### src/rtl/cache_arbiter_pkg.sv
// Shared types and widths for the I/D line-miss arbiter in front of the single pmem port.
// Transactions are whole cache lines. Only one is outstanding at a time.
package cache_arbiter_pkg;

  localparam int ADDR_W           = 32;
  localparam int LINE_W           = 256;
  localparam int STREAK_W         = 4;
  localparam int MAX_D_STREAK_DEF = 4;

  typedef enum logic [1:0] {
    IDLE    = 2'd0,
    SERVE_I = 2'd1,
    SERVE_D = 2'd2,
    RECOVER = 2'd3
  } arb_state_t;

  typedef enum logic {
    ARB_RD = 1'b0,
    ARB_WR = 1'b1
  } arb_op_t;

  function automatic logic [STREAK_W-1:0] streak_sat_inc(
    input logic [STREAK_W-1:0] cur,
    input logic [STREAK_W-1:0] max
  );
    return (cur >= max) ? max : cur + 1'b1;
  endfunction

endpackage

### src/rtl/cache_arbiter_if.sv
// Cache-side and memory-side line buses of the arbiter, bundled as one interface.
// The slave modport is the arbiter's view. The master modport is the caches' and memory's view.
interface cache_arbiter_if #(
  parameter int ADDR_W = 32,
  parameter int LINE_W = 256
);

  logic              i_read;
  logic [ADDR_W-1:0] i_address;
  logic [LINE_W-1:0] i_rdata;
  logic              i_resp;

  logic              d_read;
  logic              d_write;
  logic [ADDR_W-1:0] d_address;
  logic [LINE_W-1:0] d_wdata;
  logic [LINE_W-1:0] d_rdata;
  logic              d_resp;

  logic              pmem_read;
  logic              pmem_write;
  logic [ADDR_W-1:0] pmem_address;
  logic [LINE_W-1:0] pmem_wdata;
  logic [LINE_W-1:0] pmem_rdata;
  logic              pmem_resp;

  modport slave (
    input  i_read, i_address, d_read, d_write, d_address, d_wdata, pmem_rdata, pmem_resp,
    output i_rdata, i_resp, d_rdata, d_resp, pmem_read, pmem_write, pmem_address, pmem_wdata
  );

  modport master (
    output i_read, i_address, d_read, d_write, d_address, d_wdata, pmem_rdata, pmem_resp,
    input  i_rdata, i_resp, d_rdata, d_resp, pmem_read, pmem_write, pmem_address, pmem_wdata
  );

endinterface

### src/rtl/cache_arbiter_select.sv
// Combinational D-priority pick with the I starvation guard, plus the next streak value.
// Zero latency. Only the grant sampled while the arbiter is idle has any effect.
module cache_arbiter_select
  import cache_arbiter_pkg::*;
#(
  parameter int MAX_D_STREAK = 4
) (
  input  logic                i_read,
  input  logic                d_read,
  input  logic                d_write,
  input  logic [STREAK_W-1:0] streak,
  output logic                grant_i,
  output logic                grant_d,
  output arb_op_t             d_op,
  output logic [STREAK_W-1:0] streak_nxt
);

  localparam logic [STREAK_W-1:0] STREAK_MAX = STREAK_W'(MAX_D_STREAK);

  logic d_pend;
  logic force_i;

  assign d_pend  = d_read | d_write;
  assign force_i = i_read & d_pend & (streak == STREAK_MAX);
  assign grant_i = i_read & (~d_pend | force_i);
  assign grant_d = d_pend & ~grant_i;
  // A simultaneous read+write is illegal. If it happens, it resolves as a writeback.
  assign d_op    = d_write ? ARB_WR : ARB_RD;

  always_comb begin
    streak_nxt = streak;
    if (grant_i) begin
      streak_nxt = '0;
    end else if (grant_d) begin
      streak_nxt = i_read ? streak_sat_inc(streak, STREAK_MAX) : '0;
    end
  end

endmodule

### src/rtl/cache_arbiter.sv
// Shares one pmem port between I and D line misses. Grant at the edge after a request; one RECOVER cycle follows each response.
// Requests are levels held until resp. pmem_read/write hold until pmem_resp, and a stray pmem_resp is ignored.
module cache_arbiter #(
  parameter int ADDR_W       = cache_arbiter_pkg::ADDR_W,
  parameter int LINE_W       = cache_arbiter_pkg::LINE_W,
  parameter int MAX_D_STREAK = cache_arbiter_pkg::MAX_D_STREAK_DEF
) (
  input  logic            clk,
  input  logic            rst,
  cache_arbiter_if.slave  bus
);

  import cache_arbiter_pkg::*;

  arb_state_t          state_q, state_d;
  arb_op_t             op_q;
  logic [ADDR_W-1:0]   addr_q;
  logic [LINE_W-1:0]   wdata_q;
  logic [STREAK_W-1:0] streak_q;
  logic [STREAK_W-1:0] streak_nxt;
  logic                grant_i, grant_d;
  arb_op_t             d_op;
  logic                serving;

  cache_arbiter_select #(
    .MAX_D_STREAK (MAX_D_STREAK)
  ) u_select (
    .i_read     (bus.i_read),
    .d_read     (bus.d_read),
    .d_write    (bus.d_write),
    .streak     (streak_q),
    .grant_i    (grant_i),
    .grant_d    (grant_d),
    .d_op       (d_op),
    .streak_nxt (streak_nxt)
  );

  assign serving = (state_q == SERVE_I) || (state_q == SERVE_D);

  always_ff @(posedge clk or posedge rst) begin
    if (rst) begin
      state_q  <= IDLE;
      op_q     <= ARB_RD;
      addr_q   <= '0;
      wdata_q  <= '0;
      streak_q <= '0;
    end else begin
      state_q <= state_d;
      if (state_q == IDLE && (grant_i || grant_d)) begin
        streak_q <= streak_nxt;
        if (grant_i) begin
          addr_q  <= bus.i_address;
          op_q    <= ARB_RD;
          wdata_q <= '0;
        end else begin
          addr_q  <= bus.d_address;
          op_q    <= d_op;
          wdata_q <= bus.d_wdata;
        end
      end
    end
  end

  always_comb begin
    state_d        = state_q;
    bus.pmem_read  = 1'b0;
    bus.pmem_write = 1'b0;
    bus.i_resp     = 1'b0;
    bus.d_resp     = 1'b0;
    case (state_q)
      IDLE: begin
        if (grant_i) begin
          state_d = SERVE_I;
        end else if (grant_d) begin
          state_d = SERVE_D;
        end
      end
      SERVE_I, SERVE_D: begin
        bus.pmem_read  = (op_q == ARB_RD);
        bus.pmem_write = (op_q == ARB_WR);
        bus.i_resp     = (state_q == SERVE_I) && bus.pmem_resp;
        bus.d_resp     = (state_q == SERVE_D) && bus.pmem_resp;
        if (bus.pmem_resp) begin
          state_d = RECOVER;
        end
      end
      // One dead cycle lets the requester drop its level before IDLE samples it again.
      RECOVER: state_d = IDLE;
      default: state_d = IDLE;
    endcase
  end

  assign bus.pmem_address = addr_q;
  assign bus.pmem_wdata   = wdata_q;
  assign bus.i_rdata      = bus.pmem_rdata;
  assign bus.d_rdata      = bus.pmem_rdata;

  a_no_rd_and_wr_req: assert property (@(posedge clk) disable iff (rst)
    (state_q == IDLE) |-> !(bus.d_read && bus.d_write));

  a_pmem_excl: assert property (@(posedge clk) disable iff (rst)
    !(bus.pmem_read && bus.pmem_write));

  a_serving_req: assert property (@(posedge clk) disable iff (rst)
    serving |-> (bus.pmem_read ^ bus.pmem_write));

endmodule

### src/flat_wrapper.sv
// flat-port wrapper written by rule: the top's interface ports become plain ports
module cache_arbiter_flat import cache_arbiter_pkg::*;
#(
  parameter int ADDR_W       = cache_arbiter_pkg::ADDR_W,
  parameter int LINE_W       = cache_arbiter_pkg::LINE_W,
  parameter int MAX_D_STREAK = cache_arbiter_pkg::MAX_D_STREAK_DEF
)
  (clk, rst, bus_i_read, bus_i_address, bus_d_read, bus_d_write, bus_d_address, bus_d_wdata, bus_pmem_rdata, bus_pmem_resp, bus_i_rdata, bus_i_resp, bus_d_rdata, bus_d_resp, bus_pmem_read, bus_pmem_write, bus_pmem_address, bus_pmem_wdata);
  cache_arbiter_if #(.ADDR_W(ADDR_W), .LINE_W(LINE_W)) bus_i ();
  input  logic clk;
  input  logic rst;
  input wire logic [$bits(bus_i.i_read)-1:0] bus_i_read;
  input wire logic [$bits(bus_i.i_address)-1:0] bus_i_address;
  input wire logic [$bits(bus_i.d_read)-1:0] bus_d_read;
  input wire logic [$bits(bus_i.d_write)-1:0] bus_d_write;
  input wire logic [$bits(bus_i.d_address)-1:0] bus_d_address;
  input wire logic [$bits(bus_i.d_wdata)-1:0] bus_d_wdata;
  input wire logic [$bits(bus_i.pmem_rdata)-1:0] bus_pmem_rdata;
  input wire logic [$bits(bus_i.pmem_resp)-1:0] bus_pmem_resp;
  output wire logic [$bits(bus_i.i_rdata)-1:0] bus_i_rdata;
  output wire logic [$bits(bus_i.i_resp)-1:0] bus_i_resp;
  output wire logic [$bits(bus_i.d_rdata)-1:0] bus_d_rdata;
  output wire logic [$bits(bus_i.d_resp)-1:0] bus_d_resp;
  output wire logic [$bits(bus_i.pmem_read)-1:0] bus_pmem_read;
  output wire logic [$bits(bus_i.pmem_write)-1:0] bus_pmem_write;
  output wire logic [$bits(bus_i.pmem_address)-1:0] bus_pmem_address;
  output wire logic [$bits(bus_i.pmem_wdata)-1:0] bus_pmem_wdata;
  assign bus_i.i_read = bus_i_read;
  assign bus_i.i_address = bus_i_address;
  assign bus_i.d_read = bus_d_read;
  assign bus_i.d_write = bus_d_write;
  assign bus_i.d_address = bus_d_address;
  assign bus_i.d_wdata = bus_d_wdata;
  assign bus_i.pmem_rdata = bus_pmem_rdata;
  assign bus_i.pmem_resp = bus_pmem_resp;
  assign bus_i_rdata = bus_i.i_rdata;
  assign bus_i_resp = bus_i.i_resp;
  assign bus_d_rdata = bus_i.d_rdata;
  assign bus_d_resp = bus_i.d_resp;
  assign bus_pmem_read = bus_i.pmem_read;
  assign bus_pmem_write = bus_i.pmem_write;
  assign bus_pmem_address = bus_i.pmem_address;
  assign bus_pmem_wdata = bus_i.pmem_wdata;
  cache_arbiter #(.ADDR_W(ADDR_W), .LINE_W(LINE_W), .MAX_D_STREAK(MAX_D_STREAK)) u_core (.clk(clk), .rst(rst), .bus(bus_i));
endmodule
### config.mk
export PLATFORM = sky130hd
export DESIGN_NAME = cache_arbiter_flat
export DESIGN_NICKNAME = d
export VERILOG_FILES = /design/src/rtl/cache_arbiter_pkg.sv /design/src/rtl/cache_arbiter_if.sv /design/src/rtl/cache_arbiter_select.sv /design/src/rtl/cache_arbiter.sv /design/src/flat_wrapper.sv
export SDC_FILE = /design/constraint.sdc
export NUM_CORES = 1
export LEC_CHECK = 0
export ABC_CLOCK_PERIOD_IN_PS = 18500
export CAP_MARGIN = 20
export CORE_AREA = 2 2 547 549
export DETAILED_ROUTE_END_ITERATION = 10
export DIE_AREA = 0 0 549 551
export PLACE_DENSITY_LB_ADDON = 0.12
export SETUP_SLACK_MARGIN = 0.02
export SLEW_MARGIN = 25
export SYNTH_ARGS = -nofsm -noshare
export SYNTH_HDL_FRONTEND = slang
export SYNTH_HIERARCHICAL = 1
export SYNTH_SLANG_ARGS = --single-unit
export TNS_END_PERCENT = 20
### constraint.sdc
create_clock -name clk -period 18.5 [get_ports clk]
set_input_delay 1.85 -clock clk [delete_from_list [all_inputs] [get_ports clk]]
set_output_delay 1.85 -clock clk [all_outputs]
set_load 0.01 [all_outputs]
==> qor.csv <==
stage,metric,value,unit
yosys,syn_avg_cell_area,9.12,µm²
critical_path,cp.required,19.05,ns
critical_path,ff2ff_path_depth,10,
clocking,post_cts_buffers,0,
yosys,synth.largest_area_cell,dfrtp_1,
yosys,synth_top_area_share,0.446,
yosys,synth_compound_gate_area_share,0.0914,
yosys,syn_inst,1814,
critical_path,endpoint_kind,flop,
critical_path,r2r_end,u_core/bus.pmem_wdata[201],
timing,finalWorstSetupSlack,13.04,ns
power_and_ir_drop,peakVddDrop,0.0719,mV
clocking,cts_max_path_buffers,3,
final_layout,fin_area,25200,µm²
timing,timing.slew.headroom,0.271,
placement,placed_area,23400,µm²
route,vias_per_cell,2.04,
clocking,htree_levels,2,
route,vias,11986,
worst_hold_path,hold_path_end,u_core/bus.pmem_wdata[248],
route,routed_wl,121000,µm
yosys,syn_area,16500,µm²
global_route,grt_pass1_vias,13175,
clocking,post_cts_resized,0,
critical_path,worstPathArrival,6.01,ns
critical_path,startpoint,bus_d_write,
yosys,ys_ff_latch,295,
route,post-route-drc-count,0,
yosys,ys_types,30,
power_and_ir_drop,switching_share,0.409,
critical_path,slowest_delay,0.69,ns
clocking,clock-root-buffer,clkbuf_16,
yosys,synth-edff-count,0,
power_and_ir_drop,clockPowerShare,0.274,
global_route,grt_pass1_wl,152000,µm
critical_path,r2r_start,u_core/streak_q[0],
status,status,"finished, final reports clean",
timing,final_max_slew_viol_count,0,
placement,post-place-ws,12.13,ns
route,post_drt_wl_per_cell,20.5,µm
power_and_ir_drop,p_per_area,154,nW/µm²
critical_path,cpMaxStageDelayCell,buf_4,
placement,place_congestion,0.658,
critical_path,reg2reg_slack,14.13,ns
global_route,overflow,0,
yosys,synthXorXnorAreaFrac,0,
final_layout,areaGrowthSynthToFinish,52.5,%
timing,hold_ws,0.475,ns
critical_path,path_class,input port to flop,
die,initial_core_util,0.0558,
final_layout,multi_input_area,4790,µm²
global_route,grt_max_degree,159,
yosys,ys_async_sr_fraction,1.00,
clocking,clkLatencyLatePin,0.72,ns
clocking,path_clk_slew,0.05,ns
die,die_h,551,µm
timing,fin_tns_setup,0,ns
final_layout,nets,2482,
yosys,synthSimpleGateAreaFrac,0.169,
yosys,yosys_warnings,6,
yosys,synth_top_family_by_area,buffers and inverters,
power_and_ir_drop,p_int,2290,µW
timing,fmax,0.183,GHz
timing,fin_crit_sh,0.295,
final_layout,drive_gt1_frac,0.0554,
die,dieArea,302000,µm²
route,drt.antenna.violating_nets,0,
clocking,cts_hold_buffers,0,
yosys,seq_area_frac_synth,0.446,
yosys,synthFlopType,dfrtp_1,
power_and_ir_drop,power,3870,µW
yosys,synth_nets,2402,
timing,finalHoldViolCount,0,
yosys,synth_area_leaders,"dfrtp_1, buf_4, nand2b_1",
power_and_ir_drop,leakagePower,0.00920,µW
worst_hold_path,hp-start,u_core/bus.pmem_wdata[248],
placement,buffer_ports.inserted,617,
critical_path,path_common_cell,buf_4,
worst_hold_path,hp-class,flop to flop,
critical_path,worst_setup_path_start_kind,input port,
die,pin_count,1386,
global_route,grtUsageTotal,0.0776,
route,drtPass1Iterations,4,
timing,worst-slew-pin-transition,1.09,ns
yosys,synth_fa_ha_area_frac,0.00454,
power_and_ir_drop,combPwrFrac,0.434,
job,drv_cap,0,
power_and_ir_drop,p_seq_frac,0.292,
final_layout,fill_cells,34585,
yosys,yosys-mux-area-fraction,0.0239,
final_layout,regArea,7380,µm²
clocking,cts_made_buffers,53,
clocking,numClockSinks,295,
die,die_x,549,µm
route,drt_iter0_drc,423,
clocking,cts_tree,yes,
timing,min_period,5.46,ns
placement,dpl.hpwl,96800,µm
global_route,antenna_found_initial,25,
worst_hold_path,whs_path_depth,2,
timing,finalSetupViolCount,0,
die,coreArea,296000,µm²
timing,rsz0062_at_grt,false,
critical_path,cp_cell_sequence,clkdlybuf4s50_1 -> nor2_4 -> o21a_4 -> nor2_1 -> o21ai_4 -> buf_4 -> buf_4 -> buf_4 -> o21ai_0,
critical_path,cp_max_fo,76,
timing,clock_skew,0.0225,ns
die,rows,200,
power_and_ir_drop,p_sw,1580,µW
[cell families after synthesis]
family / count (synthesis)
compound gates: 297
fa+ha+maj: 6
buf+inv: 614
flops: 295
mux: 39
simple gates: 563
[Yosys cell counts, drive strengths merged (2+ instances only)]
cell type  count
a21oi          2
and2           2
buf          554
clkbuf        55
dfrtp        295
ha             6
inv            5
mux2           4
mux2i         35
nand2        292
nand2b       257
nor2           5
nor2b          2
o21ai        291
[state kept, by name, indices dropped and copies added, names as in the netlist]
| register | count |
|---|---|
| u_core/bus.pmem_address | 32 |
| u_core/state_q | 2 |
| u_core/op_q | 1 |
| u_core/streak_q | 4 |
| u_core/bus.pmem_wdata | 256 |
[worst max-delay path, delay by kind of cell]
family	cells	cell delay, ns
buffers and inverters	4	2.24
and+or+nand+nor	2	0.42
AOI/OAI and AO/OA	3	1.31
[placed cells by master (no fill, tap or decap), drive strengths merged, types with 3 or more instances in the layout]
| cell type | instances |
|---|---|
| clkdlybuf4s50 | 617 |
| dfrtp | 295 |
| nand2 | 292 |
| o21ai | 291 |
| nand2b | 257 |
| clkbuf | 73 |
| mux2i | 35 |
| buf | 17 |
| clkinv | 14 |
| ha | 6 |
| inv | 6 |
| nor2 | 5 |
| bufinv | 4 |
| mux2 | 4 |
| diode | 3 |
[final cells by class]
cell class,instances,area share
Inverter,5,0.00104
Clock buffer,73,0.0599
Sequential cell,295,0.293
Tap cell,3939,0.195
Clock inverter,20,0.0102
Timing Repair Buffer,634,0.250
Antenna cell,3,0.000298
Multi-Input combinational cell,905,0.190
[power by group through the flow]
stage / sequential, µW / clock (µW) / combinational (µW)
after global placement: 1150 / 0 / 1780
after detailed placement: 1150 / 0 / 1770
after global routing: 1180 / 1160 / 1900
after floorplan: 1230 / 0 / 575
after CTS: 1150 / 1160 / 1770
final: 1130 / 1060 / 1680
[worst max path at each step]
stage                            endpoint  cells after the start
2_1_floorplan  u_core/bus.pmem_address[0]                      1
3_3_place_gp   u_core/bus.pmem_wdata[201]                      9
3_5_place_dp   u_core/bus.pmem_wdata[209]                      9
4_1_cts        u_core/bus.pmem_wdata[201]                      9
5_1_grt        u_core/bus.pmem_wdata[201]                      9
6_report       u_core/bus.pmem_wdata[201]                      9
[layer usage]
metal / GRT usage / share of wire
met1: 0.0711 / 0.32
met2: 0.114 / 0.41
met3: 0.0668 / 0.19
met4: 0.0514 / 0.073
met5: 0.000313 / 0.00050
[through the flow]
step	utilization	cells
detailed placement	0.0791	5778
global route	0.0851	5871
CTS	0.0851	5871
floorplan	-	1814
global placement	0.0791	5778
finish	0.0851	5874
Power figures use the tool's default switching activity.
